File: src/rtl/multicycle_sequencer_pkg.sv
// Shared types and defaults for the multi-cycle control sequencer.
//   state_t         : 3-bit sequencer state, also exported on the debug State port
//   PC_W_DEF        : default program counter width
//   MEM_TIMEOUT_DEF : default MEM-state wait limit before the error trap
package seq_pkg;

   localparam int unsigned PC_W_DEF        = 10;
   localparam int unsigned MEM_TIMEOUT_DEF = 16;
   localparam int unsigned WAIT_CNT_W      = 8;

   typedef enum logic [2:0] {
      ST_IDLE   = 3'd0,
      ST_FETCH  = 3'd1,
      ST_DECODE = 3'd2,
      ST_EXEC   = 3'd3,
      ST_MEM    = 3'd4,
      ST_WB     = 3'd5,
      ST_HALT   = 3'd6,
      ST_ERR    = 3'd7
   } state_t;

endpackage

File: src/rtl/multicycle_sequencer_if.sv
// Signal bundle between the sequencer and its surroundings: the instruction
// decoder, ALU branch result, data memory, register file and instruction register.
//   master : the sequencer side (drives PC, enables, Done, Error, State)
//   slave  : the environment side (drives Start, decoder flags, Taken/Target, Mem_Ready)
// With SEQ_PERF_CNT_EN defined, the bundle also carries Cycle_Cnt and Instr_Cnt.
interface multicycle_sequencer_if #(
   parameter int unsigned PC_W = seq_pkg::PC_W_DEF
);
   logic            Start;
   logic            Branch;
   logic            Write_Reg;
   logic            Mem_Write;
   logic            Mem_Read;
   logic            Halt_Instr;
   logic            Taken;
   logic [PC_W-1:0] Target;
   logic            Mem_Ready;
   logic [PC_W-1:0] PC;
   logic            Instr_Load;
   logic            Reg_Write_En;
   logic            Mem_Write_En;
   logic            Mem_Read_En;
   logic            Done;
   logic            Error;
   logic [2:0]      State;
`ifdef SEQ_PERF_CNT_EN
   logic [31:0]     Cycle_Cnt;
   logic [31:0]     Instr_Cnt;

   modport master (
      input  Start, Branch, Write_Reg, Mem_Write, Mem_Read, Halt_Instr,
             Taken, Target, Mem_Ready,
      output PC, Instr_Load, Reg_Write_En, Mem_Write_En, Mem_Read_En,
             Done, Error, State, Cycle_Cnt, Instr_Cnt
   );
   modport slave (
      output Start, Branch, Write_Reg, Mem_Write, Mem_Read, Halt_Instr,
             Taken, Target, Mem_Ready,
      input  PC, Instr_Load, Reg_Write_En, Mem_Write_En, Mem_Read_En,
             Done, Error, State, Cycle_Cnt, Instr_Cnt
   );
`else
   modport master (
      input  Start, Branch, Write_Reg, Mem_Write, Mem_Read, Halt_Instr,
             Taken, Target, Mem_Ready,
      output PC, Instr_Load, Reg_Write_En, Mem_Write_En, Mem_Read_En,
             Done, Error, State
   );
   modport slave (
      output Start, Branch, Write_Reg, Mem_Write, Mem_Read, Halt_Instr,
             Taken, Target, Mem_Ready,
      input  PC, Instr_Load, Reg_Write_En, Mem_Write_En, Mem_Read_En,
             Done, Error, State
   );
`endif
endinterface

File: src/rtl/multicycle_sequencer_pc_unit.sv
// Program counter register with clear / load / increment.
//   clk, rst_n : clock and asynchronous active-low reset
//   clr        : force PC to 0 (highest priority)
//   load       : take target (taken branch)
//   inc        : PC + 1, wrapping modulo 2^PC_W
//   pc         : current program counter
module pc_unit #(
   parameter int unsigned PC_W = seq_pkg::PC_W_DEF
) (
   input  logic            clk,
   input  logic            rst_n,
   input  logic            clr,
   input  logic            load,
   input  logic            inc,
   input  logic [PC_W-1:0] target,
   output logic [PC_W-1:0] pc
);

   always_ff @(posedge clk or negedge rst_n) begin
      if (!rst_n) begin
         pc <= '0;
      end else if (clr) begin
         pc <= '0;
      end else if (load) begin
         pc <= target;
      end else if (inc) begin
         pc <= pc + PC_W'(1);
      end
   end

endmodule

File: src/rtl/multicycle_sequencer.sv
// Multi-cycle control sequencer: steps each instruction through
// FETCH -> DECODE -> EXEC -> [MEM] -> WB, owns the PC and turns the decoder's
// level flags into one-cycle enables. Handles halt, memory wait states and a
// sticky memory-timeout trap (left only through reset).
//   Clk, Reset_n : clock and asynchronous active-low reset
//   bus          : multicycle_sequencer_if.master (decoder / memory / regfile signals)
// Optional macro SEQ_PERF_CNT_EN adds saturating Cycle_Cnt / Instr_Cnt counters.
module multicycle_sequencer
   import seq_pkg::*;
#(
   parameter int unsigned PC_W        = PC_W_DEF,
   parameter int unsigned MEM_TIMEOUT = MEM_TIMEOUT_DEF
) (
   input  logic                   Clk,
   input  logic                   Reset_n,
   multicycle_sequencer_if.master bus
);

   localparam logic [WAIT_CNT_W-1:0] TMO_LAST = WAIT_CNT_W'(MEM_TIMEOUT - 1);

   state_t                  state, state_nxt;
   logic                    f_br, f_wr, f_mw, f_mr, f_tk;
   logic [PC_W-1:0]         tgt_q;
   logic [WAIT_CNT_W-1:0]   wait_cnt;
   logic                    il_q, rw_q, mw_q, mr_q, done_q, err_q;
   logic                    start_acc, pc_load, pc_inc;

   // Next-state decode
   always_comb begin
      state_nxt = state;
      case (state)
         ST_IDLE:   if (bus.Start) state_nxt = ST_FETCH;
         ST_FETCH:  state_nxt = ST_DECODE;
         ST_DECODE: state_nxt = bus.Halt_Instr ? ST_HALT : ST_EXEC;
         ST_EXEC:   state_nxt = (f_mw || f_mr) ? ST_MEM : ST_WB;
         ST_MEM: begin
            if (bus.Mem_Ready)           state_nxt = ST_WB;
            else if (wait_cnt == TMO_LAST) state_nxt = ST_ERR;
         end
         ST_WB:     state_nxt = ST_FETCH;
         ST_HALT:   if (bus.Start) state_nxt = ST_FETCH;
         ST_ERR:    state_nxt = ST_ERR;
         default:   state_nxt = ST_IDLE;
      endcase
   end

   assign start_acc = bus.Start && (state == ST_IDLE || state == ST_HALT);
   assign pc_load   = (state == ST_WB) && f_br && f_tk;
   assign pc_inc    = (state == ST_WB) && !pc_load;

   // State, flag latches, wait counter; outputs registered from the next state
   // so they line up with the state they belong to.
   always_ff @(posedge Clk or negedge Reset_n) begin
      if (!Reset_n) begin
         state    <= ST_IDLE;
         f_br     <= 1'b0;
         f_wr     <= 1'b0;
         f_mw     <= 1'b0;
         f_mr     <= 1'b0;
         f_tk     <= 1'b0;
         tgt_q    <= '0;
         wait_cnt <= '0;
         il_q     <= 1'b0;
         rw_q     <= 1'b0;
         mw_q     <= 1'b0;
         mr_q     <= 1'b0;
         done_q   <= 1'b0;
         err_q    <= 1'b0;
      end else begin
         state <= state_nxt;
         if (state == ST_DECODE) begin
            f_br <= bus.Branch;
            f_wr <= bus.Write_Reg;
            f_mw <= bus.Mem_Write;
            f_mr <= bus.Mem_Read;
         end
         if (state == ST_EXEC) begin
            f_tk  <= bus.Taken;
            tgt_q <= bus.Target;
         end
         // Zero outside MEM, so every MEM visit starts counting from 0
         wait_cnt <= (state == ST_MEM) ? wait_cnt + WAIT_CNT_W'(1) : '0;
         il_q   <= (state_nxt == ST_FETCH);
         rw_q   <= (state_nxt == ST_WB) && f_wr;
         mw_q   <= (state_nxt == ST_MEM) && f_mw;
         mr_q   <= (state_nxt == ST_MEM) && f_mr && !f_mw;
         done_q <= (state_nxt == ST_HALT);
         err_q  <= (state_nxt == ST_ERR);
      end
   end

   pc_unit #(.PC_W(PC_W)) u_pc (
      .clk    (Clk),
      .rst_n  (Reset_n),
      .clr    (start_acc),
      .load   (pc_load),
      .inc    (pc_inc),
      .target (tgt_q),
      .pc     (bus.PC)
   );

   assign bus.Instr_Load   = il_q;
   assign bus.Reg_Write_En = rw_q;
   assign bus.Mem_Write_En = mw_q;
   assign bus.Mem_Read_En  = mr_q;
   assign bus.Done         = done_q;
   assign bus.Error        = err_q;
   assign bus.State        = state;

`ifdef SEQ_PERF_CNT_EN
   logic [31:0] cycle_cnt, instr_cnt;
   logic        active;

   assign active = (state != ST_IDLE) && (state != ST_HALT) && (state != ST_ERR);

   // Saturating performance counters, cleared by an accepted Start
   always_ff @(posedge Clk or negedge Reset_n) begin
      if (!Reset_n) begin
         cycle_cnt <= '0;
         instr_cnt <= '0;
      end else if (start_acc) begin
         cycle_cnt <= '0;
         instr_cnt <= '0;
      end else begin
         if (active && cycle_cnt != '1)            cycle_cnt <= cycle_cnt + 32'd1;
         if (state == ST_WB && instr_cnt != '1)    instr_cnt <= instr_cnt + 32'd1;
      end
   end

   assign bus.Cycle_Cnt = cycle_cnt;
   assign bus.Instr_Cnt = instr_cnt;
`endif

endmodule

File: src/flat_wrapper.sv
// flat-port wrapper written by rule: the top's interface ports become plain ports
module multicycle_sequencer_flat import seq_pkg::*;
#(
   parameter int unsigned PC_W        = PC_W_DEF,
   parameter int unsigned MEM_TIMEOUT = MEM_TIMEOUT_DEF
)
  (Clk, Reset_n, bus_Start, bus_Branch, bus_Write_Reg, bus_Mem_Write, bus_Mem_Read, bus_Halt_Instr, bus_Taken, bus_Target, bus_Mem_Ready, bus_PC, bus_Instr_Load, bus_Reg_Write_En, bus_Mem_Write_En, bus_Mem_Read_En, bus_Done, bus_Error, bus_State);
  multicycle_sequencer_if #(.PC_W(PC_W)) bus_i ();
  input  logic Clk;
  input  logic Reset_n;
  input wire logic [$bits(bus_i.Start)-1:0] bus_Start;
  input wire logic [$bits(bus_i.Branch)-1:0] bus_Branch;
  input wire logic [$bits(bus_i.Write_Reg)-1:0] bus_Write_Reg;
  input wire logic [$bits(bus_i.Mem_Write)-1:0] bus_Mem_Write;
  input wire logic [$bits(bus_i.Mem_Read)-1:0] bus_Mem_Read;
  input wire logic [$bits(bus_i.Halt_Instr)-1:0] bus_Halt_Instr;
  input wire logic [$bits(bus_i.Taken)-1:0] bus_Taken;
  input wire logic [$bits(bus_i.Target)-1:0] bus_Target;
  input wire logic [$bits(bus_i.Mem_Ready)-1:0] bus_Mem_Ready;
  output wire logic [$bits(bus_i.PC)-1:0] bus_PC;
  output wire logic [$bits(bus_i.Instr_Load)-1:0] bus_Instr_Load;
  output wire logic [$bits(bus_i.Reg_Write_En)-1:0] bus_Reg_Write_En;
  output wire logic [$bits(bus_i.Mem_Write_En)-1:0] bus_Mem_Write_En;
  output wire logic [$bits(bus_i.Mem_Read_En)-1:0] bus_Mem_Read_En;
  output wire logic [$bits(bus_i.Done)-1:0] bus_Done;
  output wire logic [$bits(bus_i.Error)-1:0] bus_Error;
  output wire logic [$bits(bus_i.State)-1:0] bus_State;
  assign bus_i.Start = bus_Start;
  assign bus_i.Branch = bus_Branch;
  assign bus_i.Write_Reg = bus_Write_Reg;
  assign bus_i.Mem_Write = bus_Mem_Write;
  assign bus_i.Mem_Read = bus_Mem_Read;
  assign bus_i.Halt_Instr = bus_Halt_Instr;
  assign bus_i.Taken = bus_Taken;
  assign bus_i.Target = bus_Target;
  assign bus_i.Mem_Ready = bus_Mem_Ready;
  assign bus_PC = bus_i.PC;
  assign bus_Instr_Load = bus_i.Instr_Load;
  assign bus_Reg_Write_En = bus_i.Reg_Write_En;
  assign bus_Mem_Write_En = bus_i.Mem_Write_En;
  assign bus_Mem_Read_En = bus_i.Mem_Read_En;
  assign bus_Done = bus_i.Done;
  assign bus_Error = bus_i.Error;
  assign bus_State = bus_i.State;
  multicycle_sequencer #(.PC_W(PC_W), .MEM_TIMEOUT(MEM_TIMEOUT)) u_core (.Clk(Clk), .Reset_n(Reset_n), .bus(bus_i));
endmodule
File: config.mk
export PLATFORM = sky130hd
export DESIGN_NAME = multicycle_sequencer_flat
export DESIGN_NICKNAME = d
export VERILOG_FILES = /design/src/rtl/multicycle_sequencer_pkg.sv /design/src/rtl/multicycle_sequencer_if.sv /design/src/rtl/multicycle_sequencer_pc_unit.sv /design/src/rtl/multicycle_sequencer.sv /design/src/flat_wrapper.sv
export SDC_FILE = /design/constraint.sdc
export NUM_CORES = 1
export LEC_CHECK = 0
export ABC_AREA = 1
export BUFFER_PORTS_ARGS = -buffer_cell sky130_fd_sc_hd__buf_2
export CORE_ASPECT_RATIO = 0.7
export CORE_MARGIN = 10
export CORE_UTILIZATION = 58
export DETAILED_ROUTE_END_ITERATION = 10
export PLACE_DENSITY = 0.83
export SLEW_MARGIN = 20
export SYNTH_ARGS = -nofsm -noshare
export SYNTH_HDL_FRONTEND = slang
export SYNTH_SLANG_ARGS = --single-unit
File: constraint.sdc
create_clock -name Clk -period 3.7 [get_ports Clk]
set_input_delay 0.37 -clock Clk [delete_from_list [all_inputs] [get_ports Clk]]
set_output_delay 0.37 -clock Clk [all_outputs]
set_load 0.005 [all_outputs]
[Word level (Yosys, flattened, before mapping)]
Cells that the tools add are included.
Widths: inputs -> output; s select.
Storage, ports and cells
  output and inout bits: 19
  flip-flop bits (word level): 42
  input port bits: 20
  logic and storage cells: 55
Operators by class
  multiplexer cells: 10
  reductions and logical operators: 15
  equality and inequality tests: 13
  add/sub/neg operators: 2
Operator list (number)
  $mux 10: 3
  $eq 3x3->1 const B: 8
  $pmux 3 s7: 1
  $mux 3: 4
  $add 10x1->10 const B: 1
  $add 8x1->8 const B: 1
  $eq 8x4->1 const B: 1
  $logic_and 1x1->1: 8
  $mux 8: 1
  $eq 3x1->1 const B: 2
  $eq 3x2->1 const B: 2
  $logic_not 3->1: 1
  $reduce_bool 3->1: 1
  $logic_not 1->1: 2
  $logic_or 1x1->1: 2
  $reduce_or 2->1: 1
  $mux 1: 1

[Depth between registers and ports, before layout]
  depth after elaboration: 8
  gate-level depth with buffers: 10

[Cells and area by module]
Synthesis repeated with hierarchy kept, for this count alone.
Second synthesis, totals
  cell total of the unflattened synthesis: 274
  area, all modules: 2088.3 µm²
Modules (own cells, without submodules)
  multicycle_sequencer: instances 1, sequential area each 800.8 µm², area an instance 1398.8 µm², cells an instance 169
  pc_unit: instances 1, sequential area each 250.2 µm², area an instance 689.4 µm², cells an instance 105

[Least setup slack after synthesis]
OpenSTA, ideal clock, no wires.
  kind: register to register
  start: reg u_core.state[1], in the netlist u_core.bus.State[1]
  end: reg u_core.u_pc.pc[3]
  path buffers: 1
  data required time: 3.571 ns
  stages on the path, launching flop included: 8
  period minus slack after synthesis: 1.329 ns
  path slack: 2.371 ns
  arrival: 1.200 ns
  cells stage by stage: dfrtp_1 inv_1 nand3_2 nor2_2 buf_4 a21oi_1 o21ai_0 o21ai_0
Between the ends
  longest elaborated chain between the ends: 6
  elaborated cells on any way between the ends: 12
  those cells by class: eq/ne: 2; mux: 2; reduce/logical: 8
Ends and longest elaborated chain
  from (decl): line multicycle_sequencer.sv:21  | state_t state, state_nxt;
  from (signal assigned): line multicycle_sequencer.sv:70  | state <= state_nxt;
  $eq 3x3->1: line multicycle_sequencer.sv:48, multicycle_sequencer.sv:49
  $logic_and 1x1->1 (2 in series): line multicycle_sequencer.sv:48  | assign pc_load = (state == ST_WB) && f_br && f_tk;
  $logic_not 1->1: line multicycle_sequencer.sv:49  | assign pc_inc = (state == ST_WB) && !pc_load;
  $logic_and 1x1->1: line multicycle_sequencer.sv:49
  $reduce_bool 3->1 (no line)
  to (signal assigned): line multicycle_sequencer_pc_unit.sv:25  | pc <= target;
  to (signal assigned): line multicycle_sequencer_pc_unit.sv:27  | pc <= pc + PC_W'(1);
  to (decl): line multicycle_sequencer_pc_unit.sv:16  | output logic [PC_W-1:0] pc
Several ways; a longest one is shown, not always the timed one.
A chain may end at the register's enable or synchronous reset.

[Worst setup path in the final report]
  start: reg u_core.state[1], in the netlist u_core.bus.State[1]
  end: reg u_core.u_pc.pc[5]
Same word-level chain as after synthesis.

==> metrics.txt <==
hpwl dp 3230 um; syn nets 259; Area contributors post-synth dfrtp_1 52%, nor2_1 8.6%, nand2_1 8.2%; Die ar. 6260 um2; unrepaired setup endpoints after global routing false; FF+latch count, synth 42; Routed WL per cell 13.2 um; core region area 3230 um2; hold buffers post-CTS 0; area growth from synthesis to layout 15.4%; top layer in use met4; most frequent cell after synthesis nor2_1; # resized after CTS 0; max incr delay on CP 0.43 ns; Crit Path Max Fanout 11; Max-cap violations 0; setup TNS 0 ns; pin count of the biggest net entering global routing 43; final hold vios 0; slowest cell on the critical path dfrtp_1; kind of critical path reg2reg; DR vias 1650; Diodes inserted 0; starting density of the core 62.2%; critical-path cell list inv_1 -> nand3_2 -> nor2_2 -> inv_2 -> o21ai_0 -> nand2_1 -> o21ai_0; setup violators final 0; worst slew pin tran 0.899 ns; top cell type's share of synthesized area 52.3%; Starting DRT DRC Count 87; CTS Buffer Depth 2; height of the die 69.2 um; Arrival @ worst endpoint 1.85 ns; most common library cells after synthesis 46 x nor2_1, 44 x nand2_1, 42 x dfrtp_1; worst skew pair latency 0.29 ns; part of the cycle the worst path needs 44.9%; total clock sinks 42; clock skew 0.00460 ns; register area share after synthesis 52.3%; Post-route DRC 0; FF-to-FF path depth 7; number of synthesized flops with an enable pin 0; Crit Reg-Reg Endpoint u_core.u_pc.pc[5]; max-slew violation count 0; Chip Width 90.4 um; buffer count from post-CTS setup fixing 0; clk slew on worst S/H paths 0.08 ns; Root Driver clkbuf_8; WL met2 2000 um; share of cells above drive strength 1 22.2%; Lkg Pwr 1.21 nW; Peak Freq 0.602 GHz; outcome complete, no violations; worst hold path type in2async; post-layout worst setup margin 2.04 ns; YS warnings 0; CP dominant cell by count o21ai_0; post-route ant nets 0; relative slew slack 40.1%; Filler cells 270; M1 wire length 1950 um; input/output buffers 38; vias per cell 5.06; cell type with the largest total area after synthesis dfrtp_1; min cycle time layout 1.66 ns; Syn Inst Count 237; power per cell area 729 nW/um2; global-route wire length before repair 7540 um; RR Startpoint u_core.bus.State[1]; total CTS buffers 5; vias in the first global route 1670; H-tree Lvls 2; Most used DFF post-synth dfrtp_1; CTS tree done; CP Capture Type flop; Distinct cells, synth 26; internal reg-to-reg setup slack 2.04 ns; Routability Congestion 0.880; Post-Synthesis Cell Area 2010 um2; worst vdd ir 0.498 mV; gr usage total 14.3%; Post-synth ARST share 100%; Avg Inst Size Synth 8.48 um2; Worst Path Buf+Inv 2; gr ovfl total 0; Place WS 2.07 ns; nets 301; Boundary Pins 39; TritonRoute pass-1 iters 4; final WL 4310 um; FP Rows 17; metal3 WL 295 um; Critical Path RT 3.89 ns; initial antenna violation count 0; CP Launch Type flop; crit-path leading delay family simple AND/OR/NAND/NOR gates
==> report_power, final <==
group          leakage, nW  internal, W  total [W]  switching (W)
logic                0.631     0.000263   0.000668       0.000404
registers            0.535     0.000630   0.000748       0.000118
clock network       0.0438     0.000127   0.000275       0.000149
total                 1.21      0.00102    0.00169       0.000671
==> worst max path at each step <==
stage,slack (ns),depth (start not counted),from,endpoint
floorplan,2.37,7,u_core.bus.State[1],u_core.u_pc.pc[3]
global placement,2.16,6,u_core.bus.State[1],u_core.u_pc.pc[0]
detailed placement,2.07,6,u_core.bus.State[1],u_core.u_pc.pc[0]
CTS,2.05,6,u_core.bus.State[1],u_core.u_pc.pc[0]
global route,1.83,7,u_core.bus.State[1],u_core.u_pc.pc[0]
finish,2.04,7,u_core.bus.State[1],u_core.u_pc.pc[5]
==> registers in the layout (all words and copies together), names as in the netlist <==
signal	cells
u_core.u_pc.pc	10
u_core.f_tk	1
u_core.bus.Mem_Read_En	1
u_core.f_mr	1
u_core.bus.Reg_Write_En	1
u_core.f_mw	1
u_core.wait_cnt	8
u_core.tgt_q	10
u_core.f_wr	1
u_core.bus.Done	1
u_core.bus.Error	1
u_core.bus.Mem_Write_En	1
u_core.bus.State	3
u_core.f_br	1
u_core.bus.Instr_Load	1
==> logic make-up (layout without fill, tap and decap cells) <==
logic type,Yosys count,after routing,share of synthesized area (%)
compound gates,32,32,8.22
xor+xnor,4,4,1.74
fa+ha+maj,2,2,1.25
buf+inv,32,74,6.54
flops,42,42,52.3
mux,7,7,3.92
simple gates,118,118,26.0
==> final cells by class <==
| cell class | instances | area, um2 | area share [%] |
|---|---|---|---|
| Timing Repair Buffer | 38 | 190 | 8.20 |
| Sequential cell | 42 | 1050 | 45.3 |
| Clock inverter | 2 | 10.0 | 0.432 |
| Inverter | 29 | 114 | 4.91 |
| Clock buffer | 5 | 68.8 | 2.97 |
| Multi-Input combinational cell | 163 | 827 | 35.7 |
| Tap cell | 47 | 58.8 | 2.54 |
==> routing by layer <==
| layer | up-vias | GRT usage [%] |
|---|---|---|
| met2 | 43 | 22.5 |
| met1 | 763 | 17.8 |
| met4 | 0 | 4.70 |
| li1 | 835 | - |
| met3 | 9 | 5.17 |
| met5 | - | 0 |
==> worst register-to-register path, cell delays in order, from the launching register on <==
cell     delay, ns
dfrtp_1       0.43
inv_1         0.12
nand3_2       0.20
nor2_2        0.39
inv_2         0.15
o21ai_0       0.11
nand2_1       0.07
o21ai_0       0.10
==> layout by cell type, fill, tap and decap left out, drive strengths merged, types with 2 or more instances in the layout <==
cell type	netlist	routed
nand3	13	13
mux2	7	7
dfrtp	42	42
nor3b	3	3
nand3b	2	2
nor2	48	48
nor3	4	4
o21ai	13	13
inv	29	29
buf	3	38
ha	2	2
a21oi	17	17
xor2	3	3
nand2	48	48
clkinv	0	2
clkbuf	0	5
==> through the flow <==
| step | util [%] | cells | total power, W | cell area (um2) | hold slack [ns] |
|---|---|---|---|---|---|
| detailed placement | 69.3 | 319 | 0.00142 | 2240 | 0.457 |
| global route | 71.7 | 326 | 0.00184 | 2320 | 0.270 |
| floorplan | - | 237 | 0.00120 | 2010 | 0.0744 |
| global placement | 69.3 | 319 | 0.00140 | 2240 | 0.454 |
| CTS | 71.7 | 326 | 0.00170 | 2320 | 0.232 |
| finish | 71.7 | 326 | 0.00169 | 2320 | 0.201 |
Power figures use the tool's default switching activity.
